$ cat src/rtl/fft_r2_sched_if.sv
// rtl/fft_r2_sched_if.sv - issue and write-back bus of the radix-2 FFT sequencer
interface fft_r2_sched_if #(
    parameter int LOG2N = 4
);
    localparam int SW = $clog2(LOG2N) + 1;

    logic             i_start;
    logic             o_busy;
    logic             o_done;
    logic             o_rd_en;
    logic [LOG2N-1:0] o_rd_addr_u;
    logic [LOG2N-1:0] o_rd_addr_v;
    logic [LOG2N-2:0] o_tw_addr;
    logic [SW-1:0]    o_stage;
    logic             o_wr_en;
    logic [LOG2N-1:0] o_wr_addr_u;
    logic [LOG2N-1:0] o_wr_addr_v;

    modport master (
        input  i_start,
        output o_busy, o_done, o_rd_en, o_rd_addr_u, o_rd_addr_v, o_tw_addr,
        output o_stage, o_wr_en, o_wr_addr_u, o_wr_addr_v
    );

    modport slave (
        output i_start,
        input  o_busy, o_done, o_rd_en, o_rd_addr_u, o_rd_addr_v, o_tw_addr,
        input  o_stage, o_wr_en, o_wr_addr_u, o_wr_addr_v
    );
endinterface

$ cat src/rtl/fft_r2_sched.sv
// rtl/fft_r2_sched.sv - in-place radix-2 DIT FFT butterfly sequencer
module fft_r2_sched #(
    parameter int LOG2N    = 4,
    parameter int PIPE_LAT = 3
) (
    input  logic           i_clk,
    input  logic           i_rst,
    fft_r2_sched_if.master bus
);
    localparam int KW = LOG2N - 1;
    localparam int SW = $clog2(LOG2N) + 1;
    localparam int DW = 2 * LOG2N + 1;
    localparam logic [KW-1:0] K_LAST = '1;
    localparam logic [SW-1:0] S_LAST = SW'(LOG2N - 1);
    localparam logic [3:0]    LAT    = 4'(PIPE_LAT);

    typedef enum logic [1:0] {IDLE, RUN, DRAIN, DONE} state_t;

    state_t        state_r, state_n;
    logic [KW-1:0] k_r, k_n;
    logic [SW-1:0] s_r, s_n;
    logic [3:0]    cnt_r, cnt_n;

    always_ff @(posedge i_clk) begin
        if (i_rst) begin
            state_r <= IDLE;
            k_r     <= '0;
            s_r     <= '0;
            cnt_r   <= '0;
        end else begin
            state_r <= state_n;
            k_r     <= k_n;
            s_r     <= s_n;
            cnt_r   <= cnt_n;
        end
    end

    always_comb begin
        state_n = state_r;
        k_n     = k_r;
        s_n     = s_r;
        cnt_n   = cnt_r;
        case (state_r)
            IDLE: if (bus.i_start) begin
                state_n = RUN;
                k_n     = '0;
                s_n     = '0;
            end
            RUN: if (k_r == K_LAST) begin
                state_n = DRAIN;
                cnt_n   = LAT;
            end else begin
                k_n = k_r + KW'(1);
            end
            DRAIN: if (cnt_r == 4'd1) begin
                if (s_r == S_LAST) begin
                    state_n = DONE;
                end else begin
                    state_n = RUN;
                    s_n     = s_r + SW'(1);
                    k_n     = '0;
                end
            end else begin
                cnt_n = cnt_r - 4'd1;
            end
            DONE: begin
                state_n = IDLE;
                k_n     = '0;
                s_n     = '0;
            end
            default: state_n = IDLE;
        endcase
    end

    // Outputs are computed from the next state so they register alongside it.
    logic [LOG2N-1:0] half, kx, j, u, v;
    logic [SW-1:0]    tw_sh;
    logic             rd_en_n, busy_n, done_n;
    logic [LOG2N-1:0] u_n, v_n;
    logic [KW-1:0]    tw_n;
    logic [SW-1:0]    stage_n;

    always_comb begin
        half    = LOG2N'(1) << s_n;
        kx      = {1'b0, k_n};
        j       = kx & (half - LOG2N'(1));
        u       = ((kx >> s_n) << (s_n + SW'(1))) | j;
        v       = u | half;
        tw_sh   = S_LAST - s_n;
        rd_en_n = (state_n == RUN);
        busy_n  = (state_n != IDLE);
        done_n  = (state_n == DONE);
        u_n     = rd_en_n ? u : '0;
        v_n     = rd_en_n ? v : '0;
        // Group bits of k shift out past the top, leaving j << (LOG2N-1-s).
        tw_n    = rd_en_n ? (k_n << tw_sh) : '0;
        stage_n = rd_en_n ? s_n : '0;
    end

    always_ff @(posedge i_clk) begin
        if (i_rst) begin
            bus.o_busy      <= 1'b0;
            bus.o_done      <= 1'b0;
            bus.o_rd_en     <= 1'b0;
            bus.o_rd_addr_u <= '0;
            bus.o_rd_addr_v <= '0;
            bus.o_tw_addr   <= '0;
            bus.o_stage     <= '0;
        end else begin
            bus.o_busy      <= busy_n;
            bus.o_done      <= done_n;
            bus.o_rd_en     <= rd_en_n;
            bus.o_rd_addr_u <= u_n;
            bus.o_rd_addr_v <= v_n;
            bus.o_tw_addr   <= tw_n;
            bus.o_stage     <= stage_n;
        end
    end

    logic [DW-1:0] dl [PIPE_LAT];

    always_ff @(posedge i_clk) begin
        if (i_rst) begin
            for (int i = 0; i < PIPE_LAT; i++) dl[i] <= '0;
        end else begin
            dl[0] <= {bus.o_rd_en, bus.o_rd_addr_u, bus.o_rd_addr_v};
            for (int i = 1; i < PIPE_LAT; i++) dl[i] <= dl[i-1];
        end
    end

    assign {bus.o_wr_en, bus.o_wr_addr_u, bus.o_wr_addr_v} = dl[PIPE_LAT-1];
endmodule

$ cat src/flat_wrapper.sv
// flat-port wrapper written by rule: the top's interface ports become plain ports
module fft_r2_sched_flat 
#(
    parameter int LOG2N    = 4,
    parameter int PIPE_LAT = 3
)
  (i_clk, i_rst, bus_i_start, bus_o_busy, bus_o_done, bus_o_rd_en, bus_o_rd_addr_u, bus_o_rd_addr_v, bus_o_tw_addr, bus_o_stage, bus_o_wr_en, bus_o_wr_addr_u, bus_o_wr_addr_v);
  fft_r2_sched_if #(.LOG2N(LOG2N)) bus_i ();
  input  logic i_clk;
  input  logic i_rst;
  input wire logic [$bits(bus_i.i_start)-1:0] bus_i_start;
  output wire logic [$bits(bus_i.o_busy)-1:0] bus_o_busy;
  output wire logic [$bits(bus_i.o_done)-1:0] bus_o_done;
  output wire logic [$bits(bus_i.o_rd_en)-1:0] bus_o_rd_en;
  output wire logic [$bits(bus_i.o_rd_addr_u)-1:0] bus_o_rd_addr_u;
  output wire logic [$bits(bus_i.o_rd_addr_v)-1:0] bus_o_rd_addr_v;
  output wire logic [$bits(bus_i.o_tw_addr)-1:0] bus_o_tw_addr;
  output wire logic [$bits(bus_i.o_stage)-1:0] bus_o_stage;
  output wire logic [$bits(bus_i.o_wr_en)-1:0] bus_o_wr_en;
  output wire logic [$bits(bus_i.o_wr_addr_u)-1:0] bus_o_wr_addr_u;
  output wire logic [$bits(bus_i.o_wr_addr_v)-1:0] bus_o_wr_addr_v;
  assign bus_i.i_start = bus_i_start;
  assign bus_o_busy = bus_i.o_busy;
  assign bus_o_done = bus_i.o_done;
  assign bus_o_rd_en = bus_i.o_rd_en;
  assign bus_o_rd_addr_u = bus_i.o_rd_addr_u;
  assign bus_o_rd_addr_v = bus_i.o_rd_addr_v;
  assign bus_o_tw_addr = bus_i.o_tw_addr;
  assign bus_o_stage = bus_i.o_stage;
  assign bus_o_wr_en = bus_i.o_wr_en;
  assign bus_o_wr_addr_u = bus_i.o_wr_addr_u;
  assign bus_o_wr_addr_v = bus_i.o_wr_addr_v;
  fft_r2_sched #(.LOG2N(LOG2N), .PIPE_LAT(PIPE_LAT)) u_core (.i_clk(i_clk), .i_rst(i_rst), .bus(bus_i));
endmodule
$ cat config.mk
export PLATFORM = sky130hd
export DESIGN_NAME = fft_r2_sched_flat
export DESIGN_NICKNAME = d
export VERILOG_FILES = /design/src/rtl/fft_r2_sched_if.sv /design/src/rtl/fft_r2_sched.sv /design/src/flat_wrapper.sv
export SDC_FILE = /design/constraint.sdc
export NUM_CORES = 1
export LEC_CHECK = 0
export ABC_AREA = 1
export BUFFER_PORTS_ARGS = -buffer_cell sky130_fd_sc_hd__clkbuf_2
export CORE_MARGIN = 3
export CORE_UTILIZATION = 45
export CTS_CLUSTER_DIAMETER = 150
export DETAILED_ROUTE_END_ITERATION = 8
export GPL_ROUTABILITY_DRIVEN = 0
export PLACE_DENSITY = 0.7
export SETUP_SLACK_MARGIN = 0.15
export SLEW_MARGIN = 15
export SYNTH_ARGS = -nofsm -noshare
export SYNTH_HDL_FRONTEND = slang
export SYNTH_SLANG_ARGS = --single-unit
$ cat constraint.sdc
create_clock -name i_clk -period 4.1 [get_ports i_clk]
set_clock_uncertainty 0.2 [all_clocks]
set_input_delay 0.82 -clock i_clk [delete_from_list [all_inputs] [get_ports i_clk]]
set_output_delay 0.82 -clock i_clk [all_outputs]
set_load 0.01 [all_outputs]
==> out/metrics.yaml, run 1 <==
status: "complete, no violations"
crit_family: "simple AND/OR/NAND/NOR gates"
track_usage_pct: 13.9
cts_sinks: 56
cp.arrival_ns: 2.77
cp-end-kind: "flop"
multi_input_area_um2: 950
ir_drop_mv: 0.161
relSlewSlack_pct: 54.5
num-nets-final: 341
root_buffer: "clkbuf_8"
nFillCells: 485
syn_area_mm2: 0.00238
yosys.area.top_type: "dfxtp_1"
die_w_um: 78.7
crit_type: "flop to flop"
cts_tree: "built"
wl_mm: 3.90
drc_errors: 0
clk_pin_slew_ns: 0.10
crit_buf_inv: 2
start_kind: "flop"
finalSetupViolCount: 0
wl_per_cell_um: 9.92
die_area_mm2: 0.00619
grt_start_max_net_pins: 37
post_cts_resized: 0
io_buffers: 28
ys_types: 30
cts_setup_buffers: 0
p_leak_nw: 1.25
slew_viol_final: 0
io_pins: 29
n_antenna_cell: 0
hold_start: "u_core.dl[0][4]"
synth-seq-cells: 56
clk_latency_ns: 0.30
crit_required_ns: 4.16
hold_path.class: "flop to flop"
rsz0062_at_grt: "false"
finalHoldViolations: 0
tns_ns: 0
preCtsSetupSlack_ns: 1.25
core_mm2: 0.00491
yosys-top-cells-area: "dfxtp_1 (47%), inv_1 (8.8%), nand2_1 (8.2%), nor2_1 (7.7%), ha_1 (6.8%)"
cp_max_fo: 6
firstDrtPassIters: 4
initialDrtViolationCount: 90
r2r_setup_slack_ns: 1.39
clock.fmax_mhz: 369
drive_gt1_share_pct: 18.4
grt_pass1_vias: 1629
hold_path_depth: 2
rows: 25
r2r-start: "u_core.state_r[1]"
initial_utilization_pct: 48.4
htreeDepth: 2
slowest_stage: "dfxtp_1"
fin_crit_sh_pct: 66.2
routed-via-count: 1721
worst_slack_ns: 1.39
synthCells: 302
overflow: 0
area_growth_pct: 10.3
cap_violations: 0
hold_end: "u_core.dl[0][13]"
synth_top_area_share_pct: 47.2
grt_pass1_wl_mm: 6.95
crit_chain: "inv_1 > ha_1 > nand2_1 > nand2_1 > inv_2 > nand2_2 > a21oi_4 > ha_1 > nand2_1 > ha_1 > or2_2 > nand2_1 > nand2_1 > nand2_1"
avgSynthCellArea_um2: 7.87
ctsHoldBuffers: 0
hpwl_mm: 2.92
p_per_area_mw_per_mm2: 371
antenna_left: 0
crit_top_cell: "nand2_1"
numCtsBuffers: 5
regArea_mm2: 0.00112
die_h_um: 78.7
syn_nets: 318
rr_worst_depth: 14
vias_per_cell: 4.38
worst_pin_slew_ns: 0.683
cpPeakStageDelay_ns: 0.40
ys_warn_count: 0
cts_max_path_buffers: 2
antenna_found_initial: 0
ys_seq_area_share_pct: 47.2
r2r-end: "u_core.bus.o_rd_addr_v[1]"
period_minus_slack_ns: 2.71
==> state kept, by name (all words and copies together) (netlist names) <==
name                    cells
u_core.bus.o_done           1
u_core.cnt_r                4
u_core.bus.o_tw_addr        3
u_core.bus.o_rd_addr_v      4
u_core.k_r                  3
u_core.dl                  27
u_core.bus.o_rd_addr_u      4
u_core.state_r              2
u_core.bus.o_busy           1
u_core.bus.o_stage          3
u_core.s_r                  3
u_core.bus.o_rd_en          1
==> per-layer routing <==
metal	GRT usage [%]	share of wire, %
met5	0	0
met4	4.90	1.2
met3	3.67	4.7
met2	22.4	44
met1	17.9	50
==> kinds of logic (layout without fill, tap and decap cells) <==
| logic type | Yosys count | after routing | synth area share [%] |
|---|---|---|---|
| buffers and inverters | 73 | 97 | 12.9 |
| AND/OR/NAND/NOR | 132 | 132 | 25.3 |
| XOR/XNOR | 1 | 1 | 0.368 |
| AO/OA/AOI/OAI | 27 | 27 | 7.42 |
| flip-flops | 56 | 56 | 47.2 |
| adder cells (fa/ha/maj) | 13 | 13 | 6.84 |
==> cells in the final DEF (no fill, tap or decap), types with 2 or more instances in the layout <==
cell type / netlist / routed
a31oi_1: 3 / 3
o21ai_0: 8 / 8
clkbuf_8: 0 / 5
nand2_2: 4 / 4
dfxtp_1: 56 / 56
nand4_1: 3 / 3
a21oi_1: 8 / 8
o21ai_1: 2 / 2
nor2_1: 49 / 49
inv_1: 56 / 56
nand3_1: 13 / 13
inv_2: 4 / 4
a21oi_4: 2 / 2
clkbuf_2: 0 / 28
a21oi_2: 3 / 3
nand3_2: 2 / 2
ha_1: 13 / 13
nand2_1: 52 / 52
==> cell type report <==
cell class	instances	area share, %
multi-input cells	173	36.2
clock inverters	3	1.05
repair buffers	28	5.34
well taps	67	3.20
clock buffers	5	2.62
flip-flops and latches	56	42.7
inverters	61	8.83
==> synth_stat cells <==
cell type and n:
a21oi_1 8, nand2_2 4, inv_4 1, nor2_2 1
o21ai_0 8, nand3_2 2, nand3_1 13, nor2_4 1
nand3_4 1, xor2_1 1, or2_1 1, ha_1 13
nor3_1 1, or2_2 1, inv_2 4, o21ai_1 2
buf_4 8, nand2_4 1, nand2_1 52, dfxtp_1 56
nor2_8 1, o21ai_2 1, nor2_1 49, clkbuf_1 4
nand4_1 3, inv_1 56, a21oi_4 2, a21oi_2 3
a31oi_1 3, nor3_2 1
==> worst register-to-register path, stage by stage (launching register included) <==
cell	delay, ns
dfxtp_1	0.40
inv_1	0.12
ha_1	0.27
nand2_1	0.15
nand2_1	0.09
inv_2	0.09
nand2_2	0.08
a21oi_4	0.24
ha_1	0.22
nand2_1	0.06
ha_1	0.29
or2_2	0.29
nand2_1	0.07
nand2_1	0.06
nand2_1	0.05
==> where the power goes <==
part           internal, mW  leakage (nW)  switching, mW
clock                 0.126        0.0463          0.180
sequential            0.560         0.454        0.00911
combinational        0.0311         0.749         0.0661
==> worst max path at each step <==
| stage | from | end | cells after the start |
|---|---|---|---|
| 6_report | u_core.state_r[1] | u_core.bus.o_rd_addr_v[1] | 14 |
| 5_1_grt | u_core.state_r[1] | u_core.bus.o_rd_addr_v[3] | 16 |
| 4_1_cts | u_core.state_r[1] | u_core.bus.o_rd_addr_v[1] | 14 |
| 3_5_place_dp | bus_i_start | u_core.bus.o_rd_addr_v[1] | 14 |
| 3_3_place_gp | bus_i_start | u_core.bus.o_rd_addr_v[1] | 14 |
| 2_1_floorplan | bus_i_start | u_core.bus.o_rd_addr_v[1] | 13 |
==> stage by stage <==
stage               instances  hold WS [ns]  cell area, um2  power (mW)  util [%]
finish                    393         0.203            2620       0.972      53.4
global route              393         0.223            2620        1.02      53.4
CTS                       393         0.200            2620       0.987      53.4
detailed placement        385         0.192            2530       0.679      51.4
global placement          385         0.189            2530       0.677      51.4
floorplan                 302         0.188            2380       0.657         -
Power figures use the tool's default switching activity.
==> inputs of run 2 (changes only) <==
--- a/config.mk
+++ b/config.mk
@@ -5,14 +5,14 @@
 export SDC_FILE = /design/constraint.sdc
 export NUM_CORES = 1
 export LEC_CHECK = 0
-export ABC_AREA = 1
+export ABC_AREA = 0
 export BUFFER_PORTS_ARGS = -buffer_cell sky130_fd_sc_hd__clkbuf_2
 export CORE_MARGIN = 3
 export CORE_UTILIZATION = 45
 export CTS_CLUSTER_DIAMETER = 150
 export DETAILED_ROUTE_END_ITERATION = 8
 export GPL_ROUTABILITY_DRIVEN = 0
-export PLACE_DENSITY = 0.7
+export PLACE_DENSITY = 0.73
 export SETUP_SLACK_MARGIN = 0.15
 export SLEW_MARGIN = 15
 export SYNTH_ARGS = -nofsm -noshare
==> constraint.sdc (replaced) <==
create_clock -name i_clk -period 2.2 [get_ports i_clk]
set_clock_uncertainty 0.2 [all_clocks]
set_input_delay 0.44 -clock i_clk [delete_from_list [all_inputs] [get_ports i_clk]]
set_output_delay 0.44 -clock i_clk [all_outputs]
set_load 0.01 [all_outputs]
==> run 2 against run 1 <==
The run now ends with setup timing left. Setup slack worse by 1.9 ns. Cell count shrank 4.8%. Critical path depth down 1. Utilization increased by 11 points. Power is 100% higher. Design area grew 19%. Global-route usage grew 2.7 points. Synthesized cell count down 21%. Synthesized area decreased by 3.7%. Critical path type unchanged.
==> out/metrics.yaml, run 2 <==
status: "finished, violations left"
violations: "setup timing"
clk_latency_ns: 0.30  # about the same
ys_seq_area_share_pct: 49.0  # +1.8 points
tns_ns: -8.29  # -8.29 ns
grt_pass1_vias: 1773  # +8.8%
async_flop_share_pct: 0  # unchanged
htreeDepth: 2  # unchanged
grt_start_max_net_pins: 40  # +8.1%
yosys-top-cells-area: "dfxtp_1 (49%), nor2b_1 (7.9%), ha_1 (7.1%), buf_4 (3.0%), nor2_1 (3.0%)"
cp.arrival_ns: 2.77  # about the same
synth-seq-cells: 56  # unchanged
cp_max_fo: 5  # -1
syn_area_mm2: 0.00229  # -3.7%
finalSetupViolCount: 21  # +21
place_area_mm2: 0.00278  # +10%
relSlewSlack_pct: 68.3  # +14 points
fin_area_mm2: 0.00311  # +19%
ys_types: 43  # +43%
n_antenna_cell: 0  # unchanged
yosys.area.top_type: "dfxtp_1"
vias_per_cell: 4.92  # +12%
layout_common_cells: "dfxtp_1 (53), buf_4 (41), nor2b_1 (28), clkbuf_2 (28), nor2_1 (14)"
syn_nets: 255  # -20%
cap_violations: 0  # unchanged
grt_pass1_wl_mm: 7.98  # +15%
drc_errors: 0  # unchanged
area_growth_pct: 35.9
cts_tree: "built"
avgSynthCellArea_um2: 9.58  # +22%
cts_max_path_buffers: 2  # unchanged
synth_top_area_share_pct: 49.0  # +1.8 points
io_buffers: 28  # unchanged
slew_viol_final: 0  # unchanged
ctsHoldBuffers: 0  # unchanged
synthTopCellsByCount: "dfxtp_1 (56), nor2b_1 (29), nor2_1 (18)"
die_area_mm2: 0.00598  # -3.5%
routed-via-count: 1839  # +6.9%
clk_pin_slew_ns: 0.11  # about the same
wl_per_cell_um: 13.2  # +33%
synth_ff_type: "dfxtp_1"
cp-end-kind: "flop"
yosysMostFrequentCell: "dfxtp_1"
hpwl_mm: 3.23  # +11%
initial_utilization_pct: 47.5  # -0.90 points
overflow: 0  # unchanged
firstDrtPassIters: 4  # unchanged
die_h_um: 77.3  # -1.7%
start_kind: "flop"
p_per_area_mw_per_mm2: 637  # +72%
wl_mm: 4.92  # +26%
total_power_mw: 1.98  # +100%
synth-edff-count: 0  # unchanged
period_minus_slack_ns: 2.72  # +0.0105 ns
preCtsSetupSlack_ns: -0.579  # -1.83 ns
rows: 25  # unchanged
io_pins: 29  # unchanged
core_mm2: 0.00482  # -1.9%
crit_required_ns: 2.24  # -1.92 ns
ys_warn_count: 0  # unchanged
drive_gt1_share_pct: 42.3  # +24 points
finalHoldViolations: 0  # unchanged
whs_ns: 0.242  # +0.0394 ns
root_buffer: "clkbuf_8"
antenna_left: 0  # unchanged
numCtsBuffers: 5  # unchanged
die_w_um: 77.3  # -1.7%
worst_pin_slew_ns: 0.472  # -0.211 ns
hold_path.class: "flop to flop"
ir_drop_mv: 0.527  # +230%
cts_sinks: 56  # unchanged
final_common_cell: "dfxtp_1"
fin_crit_sh_pct: 124  # +58 points
largest_register_ffs: 27  # unchanged
largest-register: "u_core.dl"
num-nets-final: 322  # -5.6%
rsz0062_at_grt: "true"
synthCells: 239  # -21%
track_usage_pct: 16.6  # +2.7 points
crit_type: "flop to flop"
antenna_found_initial: 0  # unchanged
p_leak_nw: 1.29  # +3.6%
clock.fmax_mhz: 367  # -0.39%
worst_slack_ns: -0.524  # -1.91 ns
initialDrtViolationCount: 64  # -29%
==> run 2: power breakdown <==
part           internal [mW]  total (mW)  switching [mW]
clock network          0.233       0.575           0.342
logic                  0.163       0.345           0.182
registers               1.05        1.06          0.0160
==> run 2: timing repair <==
| action | in CTS | in global routing |
|---|---|---|
| gates cloned | 1 | 0 |
| endpoints found under the setup margin | 24 | 27 |
| gates resized for setup | 15 | 22 |
| hold endpoints to repair | 0 | 0 |
| buffers inserted | 8 | 2 |
| pin swaps | 13 | 7 |
==> run 2: path summary, 6_finish.rpt <==
| check | startpoint | end | slack (ns) | cells after the start |
|---|---|---|---|---|
| max | u_core.cnt_r[1] | u_core.bus.o_rd_addr_v[1] | -0.52 | 13 |
| min reg2reg | u_core.dl[0][10] | u_core.dl[0][19] | 0.24 | 1 |
| max reg2reg | u_core.cnt_r[1] | u_core.bus.o_rd_addr_v[1] | -0.52 | 13 |
| min | u_core.dl[0][10] | u_core.dl[0][19] | 0.24 | 1 |
==> run 2: kinds of logic (layout without fill, tap and decap cells) <==
family	after synthesis	after routing	share of synthesized area, %
AO/OA/AOI/OAI	49	49	13.9
XOR/XNOR	2	2	0.766
adder cells (fa/ha/maj)	13	13	7.11
buffers and inverters	32	99	6.83
flip-flops	56	56	49.0
multiplexers	2	2	0.929
AND/OR/NAND/NOR	85	86	21.4
==> run 2: worst max-delay path, stage by stage (launching register included) <==
cell	delay, ns
dfxtp_2	0.34
inv_2	0.07
ha_4	0.12
or3b_4	0.39
buf_4	0.15
buf_6	0.10
buf_6	0.10
buf_6	0.11
o21a_1	0.18
o22a_1	0.21
o21ai_4	0.20
nand3_4	0.18
buf_4	0.21
a21oi_1	0.11
==> run 2: per-layer routing <==
layer | share of wire (%) | track usage [%] | wire length [um] | vias up
met1 | 45 | 20.9 | 2220 | 852
met4 | 1.1 | 4.09 | 52 | 0
met3 | 4.4 | 3.52 | 217 | 6
met5 | 0 | 0 | 0 | -
met2 | 49 | 28.8 | 2430 | 42
li1 | - | - | - | 939
==> run 2: area by class of cell <==
class	instances	area, um2
Inverter	14	57.6
Timing Repair Buffer	77	538
Multi-Input combinational cell	152	1210
Fill cell	387	1710
Clock inverter	3	25.0
Sequential cell	56	1130
Tap cell	67	83.8
Clock buffer	5	68.8
==> run 2: stage by stage <==
stage	instances	util (%)
6_report	374	64.5
5_1_grt	374	64.5
4_1_cts	372	62.4
3_5_place_dp	355	57.8
3_3_place_gp	355	57.8
2_1_floorplan	239	-
==> inputs of run 3 (changes only) <==
--- a/config.mk
+++ b/config.mk
@@ -7,6 +7,7 @@
 export LEC_CHECK = 0
 export ABC_AREA = 0
 export BUFFER_PORTS_ARGS = -buffer_cell sky130_fd_sc_hd__clkbuf_2
+export CORE_ASPECT_RATIO = 1.75
 export CORE_MARGIN = 3
 export CORE_UTILIZATION = 45
 export CTS_CLUSTER_DIAMETER = 150
==> constraint.sdc (replaced) <==
create_clock -name i_clk -period 2.2 [get_ports i_clk]
set_clock_uncertainty 0.2 [all_clocks]
set_input_delay 0.55 -clock i_clk [delete_from_list [all_inputs] [get_ports i_clk]]
set_output_delay 0.55 -clock i_clk [all_outputs]
set_load 0.01 [all_outputs]
==> run 3 against run 2 <==
The flow still finishes with violations (setup timing). Cell count shrank 2.1%. Design area grew 1.6%. Clock power grew 2%. Utilization grew 1.4 points. Register-to-register slack is essentially flat. Critical endpoint unchanged. Highest routed layer unchanged.
==> out/metrics.yaml, run 3 (synthesis results as in run 2) <==
hold_path_depth: 1  # unchanged
die_h_um: 100  # +30%
clk_pin_slew_ns: 0.11  # about the same
crit_type: "flop to flop"
numCtsBuffers: 5  # unchanged
worst_slack_ns: -0.529  # -0.00491 ns
preCtsSetupSlack_ns: -0.564  # +0.0144 ns
whs_ns: 0.239  # -0.00321 ns
largest_register_ffs: 27  # unchanged
n_antenna_cell: 0  # unchanged
drc_errors: 0  # unchanged
cp_max_fo: 5  # unchanged
final_cells: 366  # -2.1%
htreeDepth: 2  # unchanged
routed-via-count: 1854  # +0.82%
io_pins: 29  # unchanged
cp-end-kind: "flop"
num-nets-final: 329  # +2.2%
fin_crit_sh_pct: 124  # +0.22 points
hold_end: "u_core.dl[0][20]"
r2r_setup_slack_ns: -0.53  # about the same
finalHoldViolations: 0  # unchanged
antenna_found_initial: 0  # unchanged
worst_pin_slew_ns: 0.433  # -0.0385 ns
nFillCells: 364  # -5.9%
root_buffer: "clkbuf_8"
layout_common_cells: "dfxtp_1 (53), buf_4 (48), nor2b_1 (29), clkbuf_2 (28), nor2_1 (18)"
period_minus_slack_ns: 2.73  # +0.00491 ns
die_area_mm2: 0.00601  # +0.56%
hold_start: "u_core.dl[0][11]"
grt_pass1_vias: 1879  # +6.0%
violations: "setup timing"
clock.fmax_mhz: 366  # -0.18%
rsz0062_at_grt: "true"
grt_pass1_wl_mm: 8.05  # +0.87%
r2r-end: "u_core.bus.o_rd_addr_v[1]"
vias_per_cell: 5.07  # +3.0%
die_w_um: 59.9  # -23%
slew_viol_final: 0  # unchanged
track_usage_pct: 17.4  # +0.82 points
placedCellCount: 349  # -1.7%
io_buffers: 28  # unchanged
total_power_mw: 1.98  # -0.29%
cap_violations: 0  # unchanged
ir_drop_mv: 0.676  # +28%
cts_sinks: 56  # unchanged
status: "finished, violations left"
final_common_cell: "dfxtp_1"
clk_latency_ns: 0.31  # about the same
overflow: 0  # unchanged
hold_path.class: "flop to flop"
rr_worst_depth: 11  # -2
crit_required_ns: 2.20  # -0.04 ns
drive_gt1_share_pct: 41.7  # -0.63 points
start_kind: "flop"
antenna_left: 0  # unchanged
grt_start_max_net_pins: 40  # unchanged
ctsHoldBuffers: 0  # unchanged
rows: 33  # +32%
area_growth_pct: 38.0
cts_tree: "built"
cts_max_path_buffers: 2  # unchanged
finalSetupViolCount: 18  # -14%
firstDrtPassIters: 4  # unchanged
hpwl_mm: 3.45  # +6.8%
initialDrtViolationCount: 42  # -34%
cp.arrival_ns: 2.73  # -0.04 ns
initial_utilization_pct: 47.8  # +0.27 points
largest-register: "u_core.dl"
r2r-start: "u_core.cnt_r[1]"
finalCoreUtilization_pct: 65.9  # +1.4 points
relSlewSlack_pct: 70.8  # +2.5 points
core_mm2: 0.00479  # -0.57%
p_per_area_mw_per_mm2: 626  # -1.8%
p_leak_nw: 1.34  # +3.2%
wl_mm: 4.90  # -0.45%
wl_per_cell_um: 13.4  # +1.7%
## run 3: worst max path at each step
stage	end	depth (start not counted)	startpoint	slack (ns)
2_1_floorplan	u_core.bus.o_rd_addr_v[1]	14	u_core.cnt_r[1]	-0.49
3_3_place_gp	u_core.bus.o_rd_addr_v[1]	14	u_core.cnt_r[1]	-0.50
3_5_place_dp	u_core.bus.o_rd_addr_v[1]	12	u_core.cnt_r[1]	-0.56
4_1_cts	u_core.bus.o_rd_addr_v[1]	11	u_core.cnt_r[1]	-0.48
5_1_grt	u_core.bus.o_rd_addr_v[0]	13	u_core.cnt_r[1]	-0.68
6_report	u_core.bus.o_rd_addr_v[1]	11	u_core.cnt_r[1]	-0.53
## run 3: report_power, final
| part | leakage, nW | total [mW] | switching (mW) | internal (mW) |
|---|---|---|---|---|
| Combinational | 0.834 | 0.331 | 0.170 | 0.162 |
| Sequential | 0.455 | 1.06 | 0.0149 | 1.04 |
| Clock | 0.0463 | 0.585 | 0.351 | 0.234 |
| Total | 1.34 | 1.98 | 0.535 | 1.44 |
## run 3: cell type report
cell class / count / area, um2 / area share, %
tap: 52 / 65.1 / 2.06
multi-input combinational: 151 / 1210 / 38.2
clock buffer: 5 / 68.8 / 2.18
timing repair buffer: 85 / 602 / 19.1
inverter: 14 / 60.1 / 1.90
sequential: 56 / 1130 / 35.7
clock inverter: 3 / 27.5 / 0.872
## run 3: repair_timing
action / in CTS / in global routing
endpoints found under the setup margin: 21 / 25
gates resized for setup: 17 / 18
setup buffers: 6 / 3
pin swaps: 16 / 18
## run 3: layer usage
metal / track usage, % / share of wire, % / up-vias
met5: 0 / 0 / -
met4: 8.19 / 2.3 / 0
met3: 3.47 / 2.9 / 10
met2: 31.3 / 56 / 32
met1: 18.5 / 39 / 861
li1: - / - / 951
## run 3: worst max-delay path, stage by stage, from the launching register on
cell      delay, ns
dfxtp_2        0.34
inv_2          0.07
ha_4           0.12
or3b_4         0.39
or4_4          0.44
nand3_4        0.15
ha_4           0.16
ha_4           0.21
o211ai_1       0.13
nor2_1         0.10
a211oi_2       0.22
a21oi_1        0.10
## run 3: metrics by stage
stage / setup TNS (ns) / area, um2
CTS: -5.09 / 3060
global route: -8.32 / 3160
finish: -6.27 / 3160
floorplan: -3.69 / 2390
global placement: -4.58 / 2830
detailed placement: -5.13 / 2830
